==> src/rtl/timing_sequencer.sv <==
// timing_sequencer - STOPPED/RUNNING sequencer with a programmable wrap point and registered one-hot timing outputs.
// COUNT, T, RUN and WRAP are all registered. T is decoded from the next-state count and run flag so it moves on the same edge as COUNT.
module timing_sequencer #(
  parameter  int N_STATES = 8,
  localparam int CW       = $clog2(N_STATES)
) (
  input  logic                i_clk,
  input  logic                i_rst_n,
  input  logic                i_start,
  input  logic                i_stop,
  input  logic                i_inc,
  input  logic                i_clr,
  input  logic                i_load,
  input  logic [CW-1:0]       i_load_val,
  input  logic [CW-1:0]       i_last,
  output logic [CW-1:0]       o_count,
  output logic [N_STATES-1:0] o_t,
  output logic                o_run,
  output logic                o_wrap
);

  typedef enum logic {ST_STOPPED = 1'b0, ST_RUNNING = 1'b1} state_t;

  localparam logic [CW-1:0] MAX_CNT = CW'(N_STATES - 1);

  state_t              r_state;
  state_t              w_state_nxt;
  logic [CW-1:0]       r_count;
  logic [CW-1:0]       w_count_nxt;
  logic [N_STATES-1:0] r_t;
  logic [N_STATES-1:0] w_t_nxt;
  logic                r_wrap;
  logic                w_wrap_nxt;
  logic [CW-1:0]       w_lim;
  logic [CW-1:0]       w_load_sat;

  // LAST is clamped so a non-power-of-two N_STATES can never index past the top state.
  assign w_lim      = (i_last > MAX_CNT) ? MAX_CNT : i_last;
  assign w_load_sat = (i_load_val > w_lim) ? w_lim : i_load_val;

  always_ff @(posedge i_clk or negedge i_rst_n) begin
    if (!i_rst_n) begin
      r_state <= ST_STOPPED;
      r_count <= '0;
      r_t     <= '0;
      r_wrap  <= 1'b0;
    end else begin
      r_state <= w_state_nxt;
      r_count <= w_count_nxt;
      r_t     <= w_t_nxt;
      r_wrap  <= w_wrap_nxt;
    end
  end

  always_comb begin
    w_state_nxt = r_state;
    case (r_state)
      ST_STOPPED: if (i_start && !i_stop) w_state_nxt = ST_RUNNING;
      ST_RUNNING: if (i_stop)             w_state_nxt = ST_STOPPED;
      default:                            w_state_nxt = ST_STOPPED;
    endcase
  end

  // Advance is gated by the current state, so INC with START does nothing and INC with STOP still counts.
  always_comb begin
    w_count_nxt = r_count;
    w_wrap_nxt  = 1'b0;
    w_t_nxt     = '0;
    if (i_clr) begin
      w_count_nxt = '0;
    end else if (i_load) begin
      w_count_nxt = w_load_sat;
    end else if (i_inc && (r_state == ST_RUNNING)) begin
      if (r_count >= w_lim) begin
        w_count_nxt = '0;
        w_wrap_nxt  = 1'b1;
      end else begin
        w_count_nxt = r_count + 1'b1;
      end
    end
    if (w_state_nxt == ST_RUNNING) w_t_nxt[w_count_nxt] = 1'b1;
  end

  assign o_count = r_count;
  assign o_t     = r_t;
  assign o_run   = (r_state == ST_RUNNING);
  assign o_wrap  = r_wrap;

endmodule

==> config.mk <==
export PLATFORM = sky130hd
export DESIGN_NAME = timing_sequencer
export DESIGN_NICKNAME = d
export VERILOG_FILES = /design/src/rtl/timing_sequencer.sv
export SDC_FILE = /design/constraint.sdc
export NUM_CORES = 1
export LEC_CHECK = 0
export BUFFER_PORTS_ARGS = -buffer_cell sky130_fd_sc_hd__buf_2
export CAP_MARGIN = 0
export CORE_MARGIN = 5
export CORE_UTILIZATION = 35
export DETAILED_ROUTE_END_ITERATION = 7
export PLACE_DENSITY = 0.68
export SLEW_MARGIN = 20
export SYNTH_ARGS = -nofsm -noshare
export SYNTH_HDL_FRONTEND = slang
export SYNTH_SLANG_ARGS = --single-unit
==> constraint.sdc <==
create_clock -name i_clk -period 3 [get_ports i_clk]
set_input_delay 0.15 -clock i_clk [delete_from_list [all_inputs] [get_ports i_clk]]
set_output_delay 0.15 -clock i_clk [all_outputs]
set_load 0.02 [all_outputs]
==> results.py, run 1 <==
metrics = {
    "placed_design": {
        "placed_area_um2": 851,
        "place.gp.congestion": 0.860,
        "pre_cts_ws_ns": 0.637,
        "dpl.hpwl_um": 1290,
        "numPortBuffers": 25,
    },
    "clock_network": {
        "post-cts-setup-buffer-count": 0,
        "source_to_sink_clock_delay_at_the_later_pin_of_the_worst_skew_pair_ns": 0.27,
        "tritoncts_num_sinks": 13,
        "cts_buffers": 3,
        "clockBufferDepth": 2,
        "cts.reportedPaths.clkPinSlew_ns": 0.07,
        "ctsRootBufferMaster": "clkbuf_4",
        "tritoncts_clock_tree": "yes",
        "cts_hold_repair.buffers": 1,
        "cts_resized": 0,
        "ctsHtreeMaxLevel": 1,
    },
    "floorplanning": {
        "std_cell_rows": 16,
        "core_um2": 1920,
        "pin_count": 26,
        "die_w_um": 54.6,
        "dieArea_um2": 2980,
        "initial_core_util_pct": 36.2,
        "die_h_um": 54.6,
    },
    "pwr": {
        "worst_ir_drop_vdd_mv": 0.213,
        "static-leakage-power_uw": 0.000505,
        "p_per_area_nw_per_um2": 434,
    },
    "status": {
        "status": "completed",
    },
    "routing": {
        "drtPass1Iterations": 4,
        "antenna_left": 0,
        "vias_after_detailed_routing": 613,
        "vias_per_cell": 4.90,
        "routed_wirelength_um": 1550,
        "drtIter0Drc": 8,
        "remaining_drc_errors": 0,
        "drt-wirelength-per-cell_um": 12.4,
    },
    "worst_hold_path": {
        "hold_path_startpoint": "i_clr",
        "worstHoldEndpoint": "o_wrap",
        "hold_depth": 2,
        "hold_removal_path_class": "in -> reg",
    },
    "global_route": {
        "grt_usage_pct": 12.1,
        "grt_max_degree": 14,
        "wire_length_of_the_first_global_routing_pass_um": 2520,
        "grt_pass1_vias": 611,
        "antenna_found_initial": 0,
        "globalRoute.totalOverflow": 0,
    },
    "logic_synthesis": {
        "yosysUniqueCellTypes": 23,
        "synthesis.yosys.warnings": 0,
        "synth-compound-area-share_pct": 15.6,
        "synthAdderAreaFrac_pct": 12.2,
        "synthesis.nets": 87,
        "yosysTopAreaCell": "dfrtp_1",
        "synth_top_cells_by_area": "dfrtp_1 47%, ha_1 9.0%, inv_1 5.4%",
        "avg_synthesized_cell_area_um2": 10.1,
        "main_combinational_cell_family_by_area_after_synthesis": "simple AND/OR/NAND/NOR gates",
        "synth_xor_xnor_area_share_pct": 0,
        "mappedNetlistArea_um2": 696,
        "number_of_standard_cells_after_synthesis": 69,
        "synthDominantCellAreaShare_pct": 46.8,
        "synth.ff_latch_count": 13,
        "synth_mux_area_share_pct": 2.88,
        "synth-simple-area-share_pct": 16.5,
        "synth-seq-area-share_pct": 46.8,
    },
    "sta": {
        "min_period_over_period_pct": 80.2,
        "rsz_0062_raised_after_global_routing": "no",
        "fmax_mhz": 416,
        "slew_headroom_pct": 69.2,
        "timing_worst_slew_pin_value_ns": 0.462,
        "hold_viol": 0,
        "timing.final.ws_setup_ns": 0.594,
        "finalSetupViolations": 0,
        "fin_skew_ns": 0.000642,
        "final_period_demand_of_the_worst_path_ns": 2.41,
        "setup_total_negative_slack_ns": 0,
        "timing_max_transition_violations_final": 0,
    },
    "layout": {
        "flow.area_growth_from_synthesis_pct": 27.5,
        "insertedDiodeCount": 0,
        "final_cell_area_um2": 887,
        "fin_nets": 117,
        "share_of_final_layout_standard_cells_stronger_than_drive_strength_1_pct": 31.6,
        "n_fill_cell": 200,
    },
    "run": {
        "drv_cap": 0,
    },
    "critical_path": {
        "setup.worst_path.end_class": "register",
        "worstSetupPathType": "reg -> reg",
        "reg_to_reg_endpoint": "o_t[5]",
        "timing.reg2reg.worst_path_depth": 8,
        "worst-r2r-setup-slack_ns": 0.59,
        "regToRegStartpoint": "o_count[0]",
        "timing.critical_path.from_type": "register",
        "cp.required_ns": 3.16,
        "cp_max_fanout": 9,
        "critical_path_arrival_ns": 2.57,
    },
}
==> report_power, final <==
part	leakage (uW)	switching, uW	internal [uW]
sequential	0.000176	6.20	183
clock	0.0000150	52.0	51.5
combinational	0.000314	55.7	36.7
==> kinds of logic after synthesis <==
logic type / Yosys count
AO/OA/AOI/OAI: 15
AND/OR/NAND/NOR: 21
buffers and inverters: 11
adder cells (fa/ha/maj): 7
flip-flops: 13
multiplexers: 2
==> layout by cell type, fill, tap and decap left out, drive strengths merged <==
cell and n:
a311oi 1, nand3 1, nor2 4, a21o 2, a31oi 1, mux2i 2
buf 25, o21ai 1, o22ai 1, a211oi 1, nor4 5, nand4 1
a21oi 4, and3 4, inv 10, dlygate4sd3 1, o21bai 1, maj3 2
nand2 2, dfrtp 13, nand2b 4, clkbuf 4, ha 5, a2111oi 1
a211o 2
==> area by class of cell <==
class	instances	area, um2	area share (%)
Clock buffer	4	26.3	2.96
Inverter	10	37.5	4.23
Multi-Input combinational cell	45	329	37.1
Sequential cell	13	325	36.7
Tap cell	27	33.8	3.81
Timing Repair Buffer	26	135	15.2
==> worst max-delay path, stage by stage, from the launching register on <==
cell	delay, ns
dfrtp_1	0.40
inv_1	0.08
ha_1	0.26
nand2b_1	0.15
maj3_2	0.34
a2111oi_2	0.36
a311oi_1	0.09
a211o_1	0.38
nor4_1	0.24
==> stage by stage <==
step | hold slack (ns) | power, uW | utilization [%] | std cells
floorplan | -0.146 | 252 | - | 69
global placement | 0.0417 | 282 | 44.3 | 120
finish | 0.108 | 385 | 46.2 | 125
CTS | 0.0941 | 392 | 46.2 | 125
global route | 0.0965 | 413 | 46.2 | 125
detailed placement | 0.0464 | 285 | 44.3 | 120
==> synthesized netlist by cell type <==
cell type  instances
a2111oi_2          1
a211o_1            2
a211oi_1           1
a21o_1             2
a21oi_1            4
a311oi_1           1
a31oi_1            1
and3_1             4
buf_1              1
dfrtp_1           13
ha_1               5
inv_1             10
maj3_2             2
mux2i_1            2
nand2_1            2
nand2b_1           4
nand3_1            1
nand4_1            1
nor2_1             4
nor4_1             5
o21ai_1            1
o21bai_1           1
o22ai_1            1
==> per-layer routing <==
layer	track usage (%)	part of all wire (%)	vias to the layer above
met2	20.5	49	19
li1	-	-	306
met5	0	0	-
met1	13.3	41	283
met3	3.00	7.6	5
met4	7.47	2.3	0
==> registers in the layout (all words and copies together), names as in the netlist <==
signal and count:
o_t 8, o_count 3, o_run 1, o_wrap 1
==> worst max path at each step <==
stage / startpoint / to / slack (ns) / depth (start not counted)
final: o_count[0] / o_t[5] / 0.59 / 8
after floorplan: o_count[0] / o_t[0] / 0.66 / 8
after detailed placement: o_count[0] / o_t[4] / 0.64 / 8
after CTS: o_count[0] / o_t[5] / 0.58 / 8
after global routing: o_count[0] / o_t[5] / 0.43 / 8
after global placement: o_count[0] / o_t[6] / 0.72 / 8
Note: power is estimated with default switching activity, not from simulation.
==> inputs of run 2 (changes only) <==
--- a/config.mk
+++ b/config.mk
@@ -5,12 +5,13 @@
 export SDC_FILE = /design/constraint.sdc
 export NUM_CORES = 1
 export LEC_CHECK = 0
+export ABC_AREA = 1
 export BUFFER_PORTS_ARGS = -buffer_cell sky130_fd_sc_hd__buf_2
 export CAP_MARGIN = 0
 export CORE_MARGIN = 5
 export CORE_UTILIZATION = 35
 export DETAILED_ROUTE_END_ITERATION = 7
-export PLACE_DENSITY = 0.68
+export PLACE_DENSITY = 0.69
 export SLEW_MARGIN = 20
 export SYNTH_ARGS = -nofsm -noshare
 export SYNTH_HDL_FRONTEND = slang
==> constraint.sdc (replaced) <==
create_clock -name i_clk -period 2 [get_ports i_clk]
set_input_delay 0.1 -clock i_clk [delete_from_list [all_inputs] [get_ports i_clk]]
set_output_delay 0.1 -clock i_clk [all_outputs]
set_load 0.02 [all_outputs]
==> run 2 against run 1 <==
  * Wire length grew 7.4%
  * Total power grew 56%
  * Fmax grew 42%
  * Combinational power grew 76%
  * Count of clock-buffer cells in the layout is the same
  * Critical path type unchanged
  * Critical endpoint is now o_t[4]
  * Largest power group unchanged
==> results.py, run 2 <==
metrics = {
    "floorplanning": {
        "core_um2": 2190,
        "die_h_um": 57.5,
        "die_w_um": 57.5,
        "std_cell_rows": 17,
        "dieArea_um2": 3310,
        "initial_core_util_pct": 36.1,
        "pin_count": 26,
    },
    "critical_path": {
        "timing.reg2reg.worst_path_depth": 13,
        "crit_path_start": "o_count[0]",
        "worstSetupPathType": "reg -> reg",
        "timing.critical_path.from_type": "register",
        "cp.required_ns": 2.20,
        "regToRegStartpoint": "o_count[0]",
        "reg_to_reg_endpoint": "o_t[4]",
        "setup.worst_path.end_class": "register",
        "critical_path_arrival_ns": 1.89,
        "worst-r2r-setup-slack_ns": 0.31,
        "cp_max_fanout": 4,
    },
    "routing": {
        "drtPass1Iterations": 4,
        "drtIter0Drc": 11,
        "vias_per_cell": 4.43,
        "drt-wirelength-per-cell_um": 10.1,
        "remaining_drc_errors": 0,
        "routed_wirelength_um": 1660,
        "vias_after_detailed_routing": 726,
        "antenna_left": 0,
    },
    "pwr": {
        "worst_ir_drop_vdd_mv": 0.485,
        "netSwitchingFraction_pct": 31.7,
        "power.share.clock_pct": 25.5,
        "p_per_area_nw_per_um2": 610,
        "static-leakage-power_uw": 0.000590,
        "power.share.sequential_pct": 47.3,
        "netSwitchingPower_uw": 190,
        "power_internal_uw": 409,
        "combinationalPowerShare_pct": 27.2,
    },
    "global_route": {
        "wire_length_of_the_first_global_routing_pass_um": 2950,
        "globalRoute.totalOverflow": 0,
        "grt_pass1_vias": 700,
        "antenna_found_initial": 0,
        "grt_usage_pct": 11.2,
        "grt_max_degree": 14,
    },
    "logic_synthesis": {
        "synth_top_cells_by_area": "dfrtp_1 41%, nand2_1 13%, inv_1 8.1%",
        "synthesis.nets": 125,
        "avg_synthesized_cell_area_um2": 7.39,
        "mappedNetlistArea_um2": 791,
        "synth.ff_latch_count": 13,
        "number_of_standard_cells_after_synthesis": 107,
        "synth_enable_flop_cells": 0,
        "synth_most_common_cell": "nand2_1",
        "share_of_flip_flops_with_an_asynchronous_set_or_reset_pct": 100,
        "ys_dominant_reg_cell": "dfrtp_1",
        "synth-seq-area-share_pct": 41.1,
        "synthesis.yosys.warnings": 0,
        "synth.cells.most_frequent": "28 x nand2_1, 17 x inv_1, 14 x nor2_1",
        "yosysUniqueCellTypes": 17,
        "yosysTopAreaCell": "dfrtp_1",
        "synthDominantCellAreaShare_pct": 41.1,
    },
    "placed_design": {
        "dpl.hpwl_um": 1420,
        "pre_cts_ws_ns": 0.306,
        "place.gp.congestion": 0.769,
        "numPortBuffers": 25,
    },
    "status": {
        "status": "completed",
    },
    "sta": {
        "slew_headroom_pct": 82.0,
        "finalSetupViolations": 0,
        "timing_max_transition_violations_final": 0,
        "timing_worst_slew_pin_value_ns": 0.270,
        "fin_skew_ns": 0.00241,
        "rsz_0062_raised_after_global_routing": "no",
        "fmax_mhz": 591,
        "hold_viol": 0,
        "min_period_over_period_pct": 84.7,
        "timing.final.ws_setup_ns": 0.307,
        "final_period_demand_of_the_worst_path_ns": 1.69,
        "setup_total_negative_slack_ns": 0,
    },
    "layout": {
        "insertedDiodeCount": 0,
        "flow.area_growth_from_synthesis_pct": 24.2,
        "n_fill_cell": 223,
        "layout.cells.most_common": "nand2_1",
        "fin_nets": 155,
        "largest_register_ff_count": 8,
        "mostFrequentLayoutCells": "28 x nand2_1, 25 x buf_2, 17 x inv_1",
        "share_of_final_layout_standard_cells_stronger_than_drive_strength_1_pct": 28.7,
        "final_core_utilization_pct": 44.8,
    },
    "clock_network": {
        "clockBufferDepth": 2,
        "tritoncts_clock_tree": "yes",
        "tritoncts_num_sinks": 13,
        "cts_buffers": 3,
        "source_to_sink_clock_delay_at_the_later_pin_of_the_worst_skew_pair_ns": 0.27,
        "cts.reportedPaths.clkPinSlew_ns": 0.07,
        "post-cts-setup-buffer-count": 0,
        "ctsRootBufferMaster": "clkbuf_4",
        "ctsHtreeMaxLevel": 1,
    },
    "worst_hold_path": {
        "hold_removal_path_class": "in -> reg",
        "worstHoldEndpoint": "o_run",
        "hold_path_startpoint": "i_stop",
        "hold_depth": 2,
    },
    "run": {
        "drv_cap": 0,
    },
}
-- run 2: critical path: stages, from the launching register on --
cell	delay [ns]
dfrtp_1	0.40
inv_1	0.08
ha_1	0.27
nor2_1	0.10
nand2_1	0.06
nand2_1	0.08
nand2_1	0.08
nand2_2	0.07
nand2_1	0.07
nand2_1	0.06
nand2_1	0.08
nor2_4	0.13
nand2_1	0.07
nor2_1	0.09
-- run 2: what timing repair did --
| action | in CTS | in global routing |
|---|---|---|
| hold buffers | 1 | 0 |
| hold endpoints to repair | 13 | 0 |
| gates resized for setup | 0 | 0 |
-- run 2: how the worst max path moves through the flow --
stage,to,slack (ns)
after global placement,o_t[4],0.38
final,o_t[4],0.31
after CTS,o_t[4],0.29
after global routing,o_t[4],0.06
after detailed placement,o_t[4],0.31
after floorplan,o_t[7],0.35
-- run 2: cell type report --
type | count | area (um2) | share of cell area (%)
clock buffers | 4 | 26.3 | 2.68
inverters | 19 | 71.3 | 7.26
multi-input cells | 74 | 389 | 39.6
flip-flops and latches | 13 | 325 | 33.1
well taps | 28 | 35.0 | 3.57
repair buffers | 26 | 135 | 13.8
-- run 2: stage by stage --
stage | instances | hold WS (ns) | total power [uW] | instance area (um2)
after floorplan | 107 | -0.196 | 401 | 791
after global placement | 159 | -0.00959 | 448 | 946
after detailed placement | 159 | -0.00412 | 452 | 946
after CTS | 164 | 0.0171 | 607 | 982
after global routing | 164 | 0.0154 | 649 | 982
final | 164 | 0.0195 | 599 | 982
-- run 2: kinds of logic after synthesis --
group	share of synthesized area, %
flip-flops	41.1
buffers and inverters	9.65
AO/OA/AOI/OAI	4.43
AND/OR/NAND/NOR	36.9
adder cells (fa/ha/maj)	7.91
-- run 2: power groups by stage --
| stage | clock network (uW) | registers (uW) | logic [uW] |
|---|---|---|---|
| 5_1_grt | 174 | 286 | 189 |
| 2_1_floorplan | 0 | 303 | 97.7 |
| 3_5_place_dp | 0 | 289 | 163 |
| 4_1_cts | 158 | 284 | 165 |
| 6_report | 153 | 284 | 163 |
| 3_3_place_gp | 0 | 288 | 160 |
-- run 2: layer usage --
metal | part of all wire (%) | track usage (%) | wire, um | up-vias
met4 | 0 | 1.99 | 0 | 0
met5 | 0 | 0 | 0 | -
met2 | 51 | 19.4 | 843 | 13
met3 | 5.0 | 2.94 | 83 | 0
li1 | - | - | - | 389
met1 | 44 | 14.1 | 735 | 324
==> inputs of run 3 (changes only) <==
--- a/config.mk
+++ b/config.mk
@@ -11,7 +11,7 @@
 export CORE_MARGIN = 5
 export CORE_UTILIZATION = 35
 export DETAILED_ROUTE_END_ITERATION = 7
-export PLACE_DENSITY = 0.69
+export PLACE_DENSITY = 0.67
 export SLEW_MARGIN = 20
 export SYNTH_ARGS = -nofsm -noshare
 export SYNTH_HDL_FRONTEND = slang
==> constraint.sdc (replaced) <==
create_clock -name i_clk -period 1.8 [get_ports i_clk]
set_input_delay 0.09 -clock i_clk [delete_from_list [all_inputs] [get_ports i_clk]]
set_output_delay 0.09 -clock i_clk [all_outputs]
set_load 0.02 [all_outputs]
==> run 3 against run 2 <==
  * Design area grew 2.3%
  * Via count rose by 1.8%
  * Cell count is the same
  * Core utilization up 1.0 points
  * First-iteration DRC count rose by 110%
  * Sequential power rose by 11%
  * Fmax increased by 3.2%
  * Setup slack got worse by 0.15 ns
  * Combinational power up 17%
  * Register-to-register slack lost 0.15 ns
  * Critical path type unchanged
  * Critical endpoint is now o_t[3]
  * Largest power group unchanged
==> results.py, run 3 (synthesis results as in run 2) <==
metrics = {
    "placed_design": {
        "place.gp.congestion": 0.776,
        "placed_area_um2": 946,
        "dpl.hpwl_um": 1370,
        "numPortBuffers": 25,
        "placed_cells": 159,
        "pre_cts_ws_ns": 0.140,
    },
    "floorplanning": {
        "dieArea_um2": 3310,
        "std_cell_rows": 17,
        "die_h_um": 57.5,
        "initial_core_util_pct": 36.1,
        "die_w_um": 57.5,
        "core_um2": 2190,
        "pin_count": 26,
    },
    "clock_network": {
        "cts_buffers": 3,
        "post-cts-setup-buffer-count": 0,
        "clockBufferDepth": 2,
        "ctsHtreeMaxLevel": 1,
        "tritoncts_num_sinks": 13,
        "tritoncts_clock_tree": "yes",
        "ctsRootBufferMaster": "clkbuf_4",
        "source_to_sink_clock_delay_at_the_later_pin_of_the_worst_skew_pair_ns": 0.27,
        "cts.reportedPaths.clkPinSlew_ns": 0.07,
    },
    "routing": {
        "vias_per_cell": 4.51,
        "drtIter0Drc": 23,
        "routed_wirelength_um": 1640,
        "remaining_drc_errors": 0,
        "drt-wirelength-per-cell_um": 10.0,
        "vias_after_detailed_routing": 739,
        "antenna_left": 0,
        "drtPass1Iterations": 4,
    },
    "global_route": {
        "antenna_found_initial": 0,
        "grt_usage_pct": 11.0,
        "wire_length_of_the_first_global_routing_pass_um": 2880,
        "grt_max_degree": 14,
        "grt_pass1_vias": 698,
        "globalRoute.totalOverflow": 0,
    },
    "critical_path": {
        "setup.worst_path.end_class": "register",
        "critical_path_arrival_ns": 1.80,
        "worstSetupPathType": "reg -> reg",
        "crit_path_start": "o_count[0]",
        "cp_max_fanout": 4,
        "regToRegStartpoint": "o_count[0]",
        "cp.required_ns": 1.96,
        "timing.critical_path.from_type": "register",
    },
    "sta": {
        "timing_max_transition_violations_final": 0,
        "hold_viol": 0,
        "timing_worst_slew_pin_value_ns": 0.275,
        "finalSetupViolations": 0,
        "fmax_mhz": 609,
        "fin_skew_ns": 0.00245,
        "final_period_demand_of_the_worst_path_ns": 1.64,
        "slew_headroom_pct": 81.7,
        "min_period_over_period_pct": 91.1,
        "rsz_0062_raised_after_global_routing": "yes",
        "timing.final.ws_setup_ns": 0.159,
    },
    "run": {
        "drv_cap": 0,
    },
    "layout": {
        "largest_register_ff_count": 8,
        "layout.cells.most_common": "buf_2",
        "final_cell_count_no_fill": 164,
        "final_cell_area_um2": 1000,
        "mostFrequentLayoutCells": "25 x buf_2, 23 x nand2_1, 16 x inv_1",
        "share_of_final_layout_standard_cells_stronger_than_drive_strength_1_pct": 35.3,
        "flow.area_growth_from_synthesis_pct": 27.1,
        "insertedDiodeCount": 0,
        "n_fill_cell": 216,
        "fin_nets": 155,
    },
    "pwr": {
        "total_power_uw": 676,
        "p_per_area_nw_per_um2": 673,
        "worst_ir_drop_vdd_mv": 0.375,
        "static-leakage-power_uw": 0.000593,
    },
    "status": {
        "status": "completed",
    },
    "worst_hold_path": {
        "hold_path_startpoint": "i_stop",
        "hold_removal_path_class": "in -> reg",
    },
}
## run 3: cell counts in the layout (fill, tap and decap cells not counted)
Identical to the previous run, type by type.
## run 3: layout make-up
cell class / instances / area [um2] / area share, %
inverters: 19 / 71.3 / 7.10
clock buffers: 4 / 26.3 / 2.62
well taps: 28 / 35.0 / 3.49
repair buffers: 26 / 135 / 13.4
multi-input cells: 74 / 412 / 41.0
flip-flops and latches: 13 / 325 / 32.4
## run 3: worst paths after layout
path	to	slack [ns]	cells after the start
setup / recovery	o_t[3]	0.16	12
hold / removal	o_run	0.01	2
setup reg to reg	o_t[3]	0.16	12
hold reg to reg	o_run	0.61	2
max in group asynchronous	o_t[0]	1.36	2
min in group asynchronous	o_t[2]	0.22	2
## run 3: through the flow
step	hold WS, ns	TNS, ns	utilization, %
final	0.0113	0	45.9
after global routing	0.0137	-0.00745	45.9
after CTS	0.00143	0	44.8
after detailed placement	-0.0176	0	43.2
after global placement	-0.0191	0	43.2
after floorplan	-0.206	0	-
## run 3: where the power goes
part	internal (uW)	switching [uW]
Clock	85.8	84.7
Sequential	305	10.3
Combinational	67.1	124
## run 3: critical path: stages (launching register included)
cell and delay [ns]:
dfrtp_1 0.41, inv_2 0.05, ha_1 0.26, nor2_1 0.08, nand2_1 0.06, nand2_2 0.08, nand2_2 0.06, nand2_2 0.06
nand2_1 0.07, a21oi_1 0.12, nand2_1 0.10, nand2_1 0.11, nor2_1 0.05
## run 3: repair_timing
item / CTS / global route
gates resized for setup: 0 / 9
setup endpoints to repair: 0 / 8
hold buffers: 1 / 0
endpoints found under the hold margin: 13 / 0
## run 3: metal layers
metal	vias up	global-route usage, %	share of wire, %
met4	0	3.97	0.91
met2	15	18.9	53
met1	330	12.2	40
li1	392	-	-
met5	-	0	0
met3	2	4.30	5.9
